$ cat config.mk
export PLATFORM = sky130hd
export DESIGN_NAME = comporta_controlador_flat
export DESIGN_NICKNAME = d
export VERILOG_FILES = /design/src/rtl/comporta_if.sv /design/src/rtl/comporta_controlador.sv /design/src/flat_wrapper.sv
export SDC_FILE = /design/constraint.sdc
export NUM_CORES = 1
export LEC_CHECK = 0
export ABC_CLOCK_PERIOD_IN_PS = 2500
export CAP_MARGIN = 0
export CORE_MARGIN = 2
export CORE_UTILIZATION = 53
export DETAILED_ROUTE_END_ITERATION = 10
export PLACE_DENSITY = 0.78
export SYNTH_ARGS = -nofsm -noshare
export SYNTH_HDL_FRONTEND = slang
export SYNTH_SLANG_ARGS = --single-unit
$ cat constraint.sdc
create_clock -name clock -period 2.5 [get_ports clock]
set_input_delay 0.5 -clock clock [delete_from_list [all_inputs] [get_ports clock]]
set_output_delay 0.5 -clock clock [all_outputs]
set_load 0.02 [all_outputs]
$ cat src/rtl/comporta_if.sv
// Request and status bundle between the floodgate controller and its host.
// The controller takes the slave modport; the requester side takes master.
interface comporta_if #(
   parameter int POS_W = 3
);
   logic             req_local;
   logic             req_remoto;
   logic             cmd_remoto_abrir;
   logic             emergencia;
   logic [POS_W-1:0] posicao;
   logic             passo;
   logic             abrindo;
   logic             fechando;
   logic             aberta;
   logic             fechada;
   logic             ocupado;
   logic [1:0]       fonte;
   logic [3:0]       db_estado;

   modport master (
      output req_local, req_remoto, cmd_remoto_abrir, emergencia,
      input  posicao, passo, abrindo, fechando, aberta, fechada, ocupado, fonte, db_estado
   );

   modport slave (
      input  req_local, req_remoto, cmd_remoto_abrir, emergencia,
      output posicao, passo, abrindo, fechando, aberta, fechada, ocupado, fonte, db_estado
   );
endinterface

$ cat src/rtl/comporta_controlador.sv
// Floodgate sequencing controller: arbitrates local/remote requests, steps the gate position
// and handles the emergency override. Define COMPORTA_AUTOFECHA_EN to build the ABERTA auto-close dwell.
module comporta_controlador #(
   parameter int POS_W       = 3,
   parameter int POS_MAX     = 7,
   parameter int STEP_CYCLES = 1000,
   parameter int HOLD_CYCLES = 5000
) (
   input  logic        clock,
   input  logic        reset,
   comporta_if.slave   bus
);
   typedef enum logic [3:0] {
      FECHADA    = 4'b0000,
      ABRINDO    = 4'b0001,
      ABERTA     = 4'b0010,
      FECHANDO   = 4'b0011,
      EMERGENCIA = 4'b0100
   } estado_t;

   typedef enum logic [1:0] {
      FONTE_NENHUMA = 2'b00,
      FONTE_LOCAL   = 2'b01,
      FONTE_REMOTA  = 2'b10
   } fonte_t;

   localparam int                STEP_W    = $clog2(STEP_CYCLES);
   localparam logic [STEP_W-1:0] STEP_LAST = STEP_W'(STEP_CYCLES - 1);
   localparam logic [POS_W-1:0]  POS_TOP   = POS_W'(POS_MAX);

   estado_t           r_estado, w_estado_next;
   logic [POS_W-1:0]  r_posicao, w_posicao_next;
   logic [STEP_W-1:0] r_step, w_step_next;
   logic              r_passo, w_passo_next;
   fonte_t            r_fonte, w_fonte_next;

   logic w_rem_abrir;
   logic w_rem_fechar;
   logic w_step_done;

`ifdef COMPORTA_AUTOFECHA_EN
   localparam int                HOLD_W    = $clog2(HOLD_CYCLES + 1);
   localparam logic [HOLD_W-1:0] HOLD_LAST = HOLD_W'(HOLD_CYCLES - 1);

   logic [HOLD_W-1:0] r_hold, w_hold_next;
`endif

   assign w_rem_abrir  = bus.req_remoto &  bus.cmd_remoto_abrir;
   assign w_rem_fechar = bus.req_remoto & ~bus.cmd_remoto_abrir;
   assign w_step_done  = (r_step == STEP_LAST);

   // NOTE: state uses non-blocking assignments so every register samples pre-edge values.
   always_ff @(posedge clock or posedge reset) begin
      if (reset) begin
         r_estado  <= FECHADA;
         r_posicao <= '0;
         r_step    <= '0;
         r_passo   <= 1'b0;
         r_fonte   <= FONTE_NENHUMA;
`ifdef COMPORTA_AUTOFECHA_EN
         r_hold    <= '0;
`endif
      end else begin
         r_estado  <= w_estado_next;
         r_posicao <= w_posicao_next;
         r_step    <= w_step_next;
         r_passo   <= w_passo_next;
         r_fonte   <= w_fonte_next;
`ifdef COMPORTA_AUTOFECHA_EN
         r_hold    <= w_hold_next;
`endif
      end
   end

   // NOTE: every variable gets a default first so no path can infer a latch.
   always_comb begin
      w_estado_next  = r_estado;
      w_posicao_next = r_posicao;
      w_passo_next   = 1'b0;
      w_fonte_next   = r_fonte;
      w_step_next    = w_step_done ? '0 : r_step + STEP_W'(1);
`ifdef COMPORTA_AUTOFECHA_EN
      w_hold_next    = '0;
`endif

      // Staying in EMERGENCIA is not a re-entry, otherwise the step timer could never advance.
      if (bus.emergencia && (r_estado inside {FECHADA, ABRINDO, ABERTA, FECHANDO})) begin
         w_estado_next = EMERGENCIA;
         w_fonte_next  = FONTE_NENHUMA;
      end else begin
         case (r_estado)
            FECHADA: begin
               w_step_next = '0;
               if (bus.req_local) begin
                  w_estado_next = ABRINDO;
                  w_fonte_next  = FONTE_LOCAL;
               end else if (w_rem_abrir) begin
                  w_estado_next = ABRINDO;
                  w_fonte_next  = FONTE_REMOTA;
               end
            end

            ABRINDO: begin
               if (w_rem_fechar) begin
                  w_estado_next = FECHANDO;
               end else if (r_posicao == POS_TOP) begin
                  w_estado_next = ABERTA;
               end else if (w_step_done) begin
                  w_posicao_next = r_posicao + POS_W'(1);
                  w_passo_next   = 1'b1;
                  if (w_posicao_next == POS_TOP) w_estado_next = ABERTA;
               end
            end

            ABERTA: begin
               w_step_next = '0;
               if (w_rem_fechar) begin
                  w_estado_next = FECHANDO;
               end else if (w_rem_abrir) begin
                  w_fonte_next = FONTE_REMOTA;
`ifdef COMPORTA_AUTOFECHA_EN
               end else if ((r_fonte == FONTE_LOCAL) && bus.req_local) begin
                  w_hold_next = '0;
               end else if (r_hold == HOLD_LAST) begin
                  w_estado_next = FECHANDO;
               end else begin
                  w_hold_next = r_hold + HOLD_W'(1);
`endif
               end
            end

            FECHANDO: begin
               if (bus.req_local) begin
                  w_estado_next = ABRINDO;
                  w_fonte_next  = FONTE_LOCAL;
               end else if (w_rem_abrir) begin
                  w_estado_next = ABRINDO;
                  w_fonte_next  = FONTE_REMOTA;
               end else if (r_posicao == '0) begin
                  w_estado_next = FECHADA;
                  w_fonte_next  = FONTE_NENHUMA;
               end else if (w_step_done) begin
                  w_posicao_next = r_posicao - POS_W'(1);
                  w_passo_next   = 1'b1;
                  if (w_posicao_next == '0) begin
                     w_estado_next = FECHADA;
                     w_fonte_next  = FONTE_NENHUMA;
                  end
               end
            end

            EMERGENCIA: begin
               w_fonte_next = FONTE_NENHUMA;
               if (r_posicao == '0) begin
                  if (!bus.emergencia) w_estado_next = FECHADA;
               end else if (w_step_done) begin
                  w_posicao_next = r_posicao - POS_W'(1);
                  w_passo_next   = 1'b1;
               end
            end

            default: begin
               w_estado_next = FECHADA;
               w_fonte_next  = FONTE_NENHUMA;
            end
         endcase
      end

      if (w_estado_next != r_estado) w_step_next = '0;
   end

   assign bus.posicao   = r_posicao;
   assign bus.passo     = r_passo;
   assign bus.abrindo   = (r_estado == ABRINDO);
   assign bus.fechando  = (r_estado == FECHANDO);
   assign bus.aberta    = (r_estado == ABERTA);
   assign bus.fechada   = (r_estado == FECHADA);
   assign bus.ocupado   = (r_estado != FECHADA);
   assign bus.fonte     = r_fonte;
   assign bus.db_estado = r_estado;
endmodule

$ cat src/flat_wrapper.sv
// flat-port wrapper written by rule: the top's interface ports become plain ports
module comporta_controlador_flat 
#(
   parameter int POS_W       = 3,
   parameter int POS_MAX     = 7,
   parameter int STEP_CYCLES = 1000,
   parameter int HOLD_CYCLES = 5000
)
  (clock, reset, bus_req_local, bus_req_remoto, bus_cmd_remoto_abrir, bus_emergencia, bus_posicao, bus_passo, bus_abrindo, bus_fechando, bus_aberta, bus_fechada, bus_ocupado, bus_fonte, bus_db_estado);
  comporta_if #(.POS_W(POS_W)) bus_i ();
  input  logic clock;
  input  logic reset;
  input wire logic [$bits(bus_i.req_local)-1:0] bus_req_local;
  input wire logic [$bits(bus_i.req_remoto)-1:0] bus_req_remoto;
  input wire logic [$bits(bus_i.cmd_remoto_abrir)-1:0] bus_cmd_remoto_abrir;
  input wire logic [$bits(bus_i.emergencia)-1:0] bus_emergencia;
  output wire logic [$bits(bus_i.posicao)-1:0] bus_posicao;
  output wire logic [$bits(bus_i.passo)-1:0] bus_passo;
  output wire logic [$bits(bus_i.abrindo)-1:0] bus_abrindo;
  output wire logic [$bits(bus_i.fechando)-1:0] bus_fechando;
  output wire logic [$bits(bus_i.aberta)-1:0] bus_aberta;
  output wire logic [$bits(bus_i.fechada)-1:0] bus_fechada;
  output wire logic [$bits(bus_i.ocupado)-1:0] bus_ocupado;
  output wire logic [$bits(bus_i.fonte)-1:0] bus_fonte;
  output wire logic [$bits(bus_i.db_estado)-1:0] bus_db_estado;
  assign bus_i.req_local = bus_req_local;
  assign bus_i.req_remoto = bus_req_remoto;
  assign bus_i.cmd_remoto_abrir = bus_cmd_remoto_abrir;
  assign bus_i.emergencia = bus_emergencia;
  assign bus_posicao = bus_i.posicao;
  assign bus_passo = bus_i.passo;
  assign bus_abrindo = bus_i.abrindo;
  assign bus_fechando = bus_i.fechando;
  assign bus_aberta = bus_i.aberta;
  assign bus_fechada = bus_i.fechada;
  assign bus_ocupado = bus_i.ocupado;
  assign bus_fonte = bus_i.fonte;
  assign bus_db_estado = bus_i.db_estado;
  comporta_controlador #(.POS_W(POS_W), .POS_MAX(POS_MAX), .STEP_CYCLES(STEP_CYCLES), .HOLD_CYCLES(HOLD_CYCLES)) u_core (.clock(clock), .reset(reset), .bus(bus_i));
endmodule
==> reports/qor.log <==
qor: global_routing.grt_use_total 25.11%
qor: route.drtPass1Iterations 4
qor: pwr.cellLeakagePower 0.0007498 µW
qor: worst_setup_path.setup.worst_path.start_class flip-flop
qor: floorplan.dieArea 3046 µm²
qor: route.via_count 1251
qor: logic_synthesis.synth.distinct_cells 43
qor: worst_setup_path.r2r_end u_core.r_step[7]$_DFF_PP0_
qor: logic_synthesis.yosys.area_share.simple 29.01%
qor: worst_setup_path.slowest_cell_delay_on_critical_path 0.64 ns
qor: worst_setup_path.critPathMaxFanout 11
qor: worst_setup_path.reg2reg_from u_core.bus.posicao[0]$_DFFE_PP0P_
qor: sta.slew_headroom 48.82%
qor: sta.final_max_slew_viol_count 0
qor: pwr.cell_internal_pwr 529.4 µW
qor: worst_hold_path.hold_path_depth 1
qor: finish.synthToLayoutAreaGrowth 21.80%
qor: job.timing.max_cap.violations 0
qor: pwr.power.total 698.4 µW
qor: finish.design.final.nets 190
qor: global_routing.overflow 0
qor: logic_synthesis.synth_compound_area_share 18.02%
qor: floorplan.floorplan.io_pins 21
qor: global_routing.grt_max_degree 21
qor: logic_synthesis.postSynthAreaPerCell 9.077 µm²
qor: sta.maxClockFrequency 409.9 MHz
qor: sta.tightest_slew 0.7669 ns
qor: pwr.swShare 24.20%
qor: finish.most-common-layout-cells sky130_fd_sc_hd__clkdlybuf4s50_1, sky130_fd_sc_hd__dfrtp_1, sky130_fd_sc_hd__a21oi_1, sky130_fd_sc_hd__nand2_1
qor: sta.final-setup-viol-count 0
qor: logic_synthesis.postSynthRegisterBits 20
qor: worst_setup_path.critical_path.top_delay_family buffers and inverters
qor: worst_setup_path.crit_path_cell_trace and4bb_2, clkdlybuf4s50_1
qor: logic_synthesis.synth_flop_cell sky130_fd_sc_hd__dfrtp_1
qor: sta.finalClockSkew 0.002391 ns
qor: clocking.cts.reportedPaths.clkPinSlew 0.13 ns
qor: logic_synthesis.postSynthNetCount 166
qor: worst_hold_path.min-delay-start u_core.r_step[0]$_DFF_PP0_
qor: route.total_wirelength 3.378 mm
qor: route.wire_per_inst 16.40 µm
qor: worst_setup_path.slowest_stage sky130_fd_sc_hd__clkdlybuf4s50_1
qor: logic_synthesis.seq_area_frac_synth 36.04%
qor: pwr.power.ir.vdd_worst 0.0003158 V
qor: floorplan.placeableCoreArea 2477 µm²
qor: sta.shortest_clock_period_the_worst_path_allows_after_layout 2.440 ns
qor: logic_synthesis.yosysWarnings 0
qor: clocking.cts_sinks 20
qor: global_routing.number_of_antenna_violations_at_the_first_check_in_global_routing 0
qor: finish.drive_above_1_share 11.36%
qor: worst_setup_path.timing.critical_path.depth 2
qor: pwr.power.share.clock 39.1%
qor: worst_hold_path.holdCritPathClass flip-flop to flip-flop
qor: run_status.run_status finished, final reports clean
qor: sta.final.setup.tns 0 ns
qor: worst_setup_path.critPathBufInv 1
qor: global_routing.global_route_wire_length_before_repair 5.347 mm
qor: placed_design.numPortBuffers 20
qor: sta.hold_viol_final 0
qor: finish.final_instance_area 1692 µm²
qor: route.drt_first_iter_violations 62
qor: route.drcViolationCount 0
qor: global_routing.grt_pass1_vias 1174
qor: worst_hold_path.worst_hold_path.endpoint u_core.r_step[0]$_DFF_PP0_
qor: floorplan.core.rowCount 18
qor: pwr.power.combinational.fraction 12.5%
qor: clocking.numCtsBuffers 3
qor: pwr.pwr-share-seq 48.4%
qor: clocking.cts_hold_buffers 0
qor: pwr.power_per_cell_area 412.9 nW/µm²
qor: route.final_antenna_net_count 0
qor: placed_design.post_dp_hpwl 2.464 mm
qor: worst_setup_path.worst-endpoint-arrival 1.94 ns
qor: sta.finalCritPeriodShare 97.60%
qor: floorplan.die_h 55.19 µm
qor: worst_setup_path.reg2regPathDepth 7
qor: placed_design.gp_congestion 0.8912
qor: finish.insertedDiodeCount 0
qor: route.detail_route.vias_per_cell 6.073
qor: logic_synthesis.postSynth.asyncResetShare 100.0%
qor: floorplan.die_w 55.19 µm
qor: placed_design.dpl_cell_area 1630 µm²
qor: worst_setup_path.critical_path_required 2.00 ns
qor: logic_synthesis.muxShareOfSynthArea 0.8108%
qor: logic_synthesis.area_share_of_fa_ha_maj_cells_after_synthesis 6.306%
qor: sta.rsz0062_at_grt false
qor: floorplan.start_util 56.06%
qor: clocking.tritoncts yes
qor: clocking.cts_root_buffer sky130_fd_sc_hd__clkbuf_4
qor: clocking.post_cts_setup_buffer_count 0
qor: worst_setup_path.critical_path_class flip-flop to output port
qor: logic_synthesis.synth_cells 153
qor: logic_synthesis.synthesis.area 1389 µm²
qor: pwr.switchingPower 169.0 µW
qor: clocking.htree_num_levels 1
qor: clocking.clockBufferDepth 2
qor: logic_synthesis.synth_xor_xnor_area_share 6.306%
qor: logic_synthesis.synth_top_family_by_area simple AND/OR/NAND/NOR gates
qor: logic_synthesis.synth_edf_count 0
qor: clocking.ctsResizeCount 0
qor: worst_setup_path.timing.reg2reg.setup_slack 0.21 ns
qor: worst_setup_path.crit_path_end_kind output port
qor: clocking.clkLatencyLatePin 0.31 ns
power by group through the flow:
stage               clock network (µW)  registers [µW]  logic, µW
floorplan                            0             343       48.3
global placement                     0             342       83.0
finish                             273             338       87.2
detailed placement                   0             343       86.5
global route                       295             340       95.0
CTS                                277             337       86.9
stage by stage:
stage	hold slack (ns)	cells	util, %	setup WS [ns]
3_5_place_dp	0.5005	202	65.81	0.1865
2_1_floorplan	0.4593	153	-	0.3596
4_1_cts	0.5182	206	67.93	0.04418
5_1_grt	0.5349	206	68.28	0.001471
3_3_place_gp	0.4839	202	65.81	0.2778
6_report	0.5119	206	68.28	0.06009
metal layers:
metal | routed length [µm] | share of wire (%) | track usage, % | up-vias
met5 | 0 | 0 | 0 | -
met4 | 38 | 1.1 | 7.724 | 0
met3 | 212 | 6.3 | 3.495 | 6
met2 | 1676 | 50 | 40.67 | 49
met1 | 1450 | 43 | 34.62 | 603
li1 | - | - | - | 593
sequential cells by signal, indices dropped and copies added, names as in the netlist:
signal / cells
u_core.r_step: 10
u_core.bus.posicao: 3
u_core.bus.fonte: 2
u_core.bus.db_estado: 4
u_core.bus.passo: 1
how the worst max path moves through the flow:
stage | startpoint | endpoint
2_1_floorplan | u_core.bus.db_estado[2]$_DFF_PP0_ | u_core.r_step[3]$_DFF_PP0_
3_3_place_gp | bus_req_remoto | u_core.r_step[4]$_DFF_PP0_
3_5_place_dp | bus_req_remoto | u_core.r_step[4]$_DFF_PP0_
4_1_cts | u_core.bus.db_estado[2]$_DFF_PP0_ | bus_fechando
5_1_grt | u_core.bus.db_estado[2]$_DFF_PP0_ | bus_fechando
6_report | u_core.bus.db_estado[2]$_DFF_PP0_ | bus_fechando
cell families (layout without fill, tap and decap cells):
| logic type | count (synthesis) | count (layout) |
|---|---|---|
| AOI/OAI and AO/OA | 36 | 36 |
| other | 1 | 1 |
| buffers and inverters | 11 | 34 |
| and+or+nand+nor | 67 | 67 |
| DFF | 20 | 20 |
| xor gates and xnor gates | 10 | 10 |
| muxes | 1 | 1 |
| adders and majority gates | 7 | 7 |
cells in the mapped netlist (all sizes together) (3+ instances only):
master / n / share of area [%]
dfrtp: 20 / 36
a21oi: 11 / 4.0
nand2: 11 / 3.0
nor2: 11 / 3.2
nor3: 10 / 3.6
ha: 7 / 6.3
inv: 7 / 1.9
o21ai: 7 / 2.5
xnor2: 6 / 3.8
nand3: 5 / 1.8
and3: 4 / 1.8
nor2b: 4 / 1.8
nor3b: 4 / 2.2
nor4b: 4 / 3.0
o211ai: 4 / 2.2
or2: 4 / 1.8
xor2: 4 / 2.5
a22oi: 3 / 1.6
buf: 3 / 1.1
worst reg2reg max path: cells and delay by family, from the launching register on:
kind	cells	cell delay [ns]
flops	1	0.44
fa+ha+maj	2	0.50
simple gates	3	0.54
compound gates	2	0.68
final cells by class:
class / count / area, µm²
Multi-Input combinational cell: 122 / 852.1
Fill cell: 203 / 785.8
Sequential cell: 20 / 500.5
Timing Repair Buffer: 23 / 222.7
Tap cell: 30 / 37.54
Clock inverter: 1 / 30.03
Inverter: 7 / 26.28
Clock buffer: 3 / 22.52
Power figures use the tool's default switching activity.
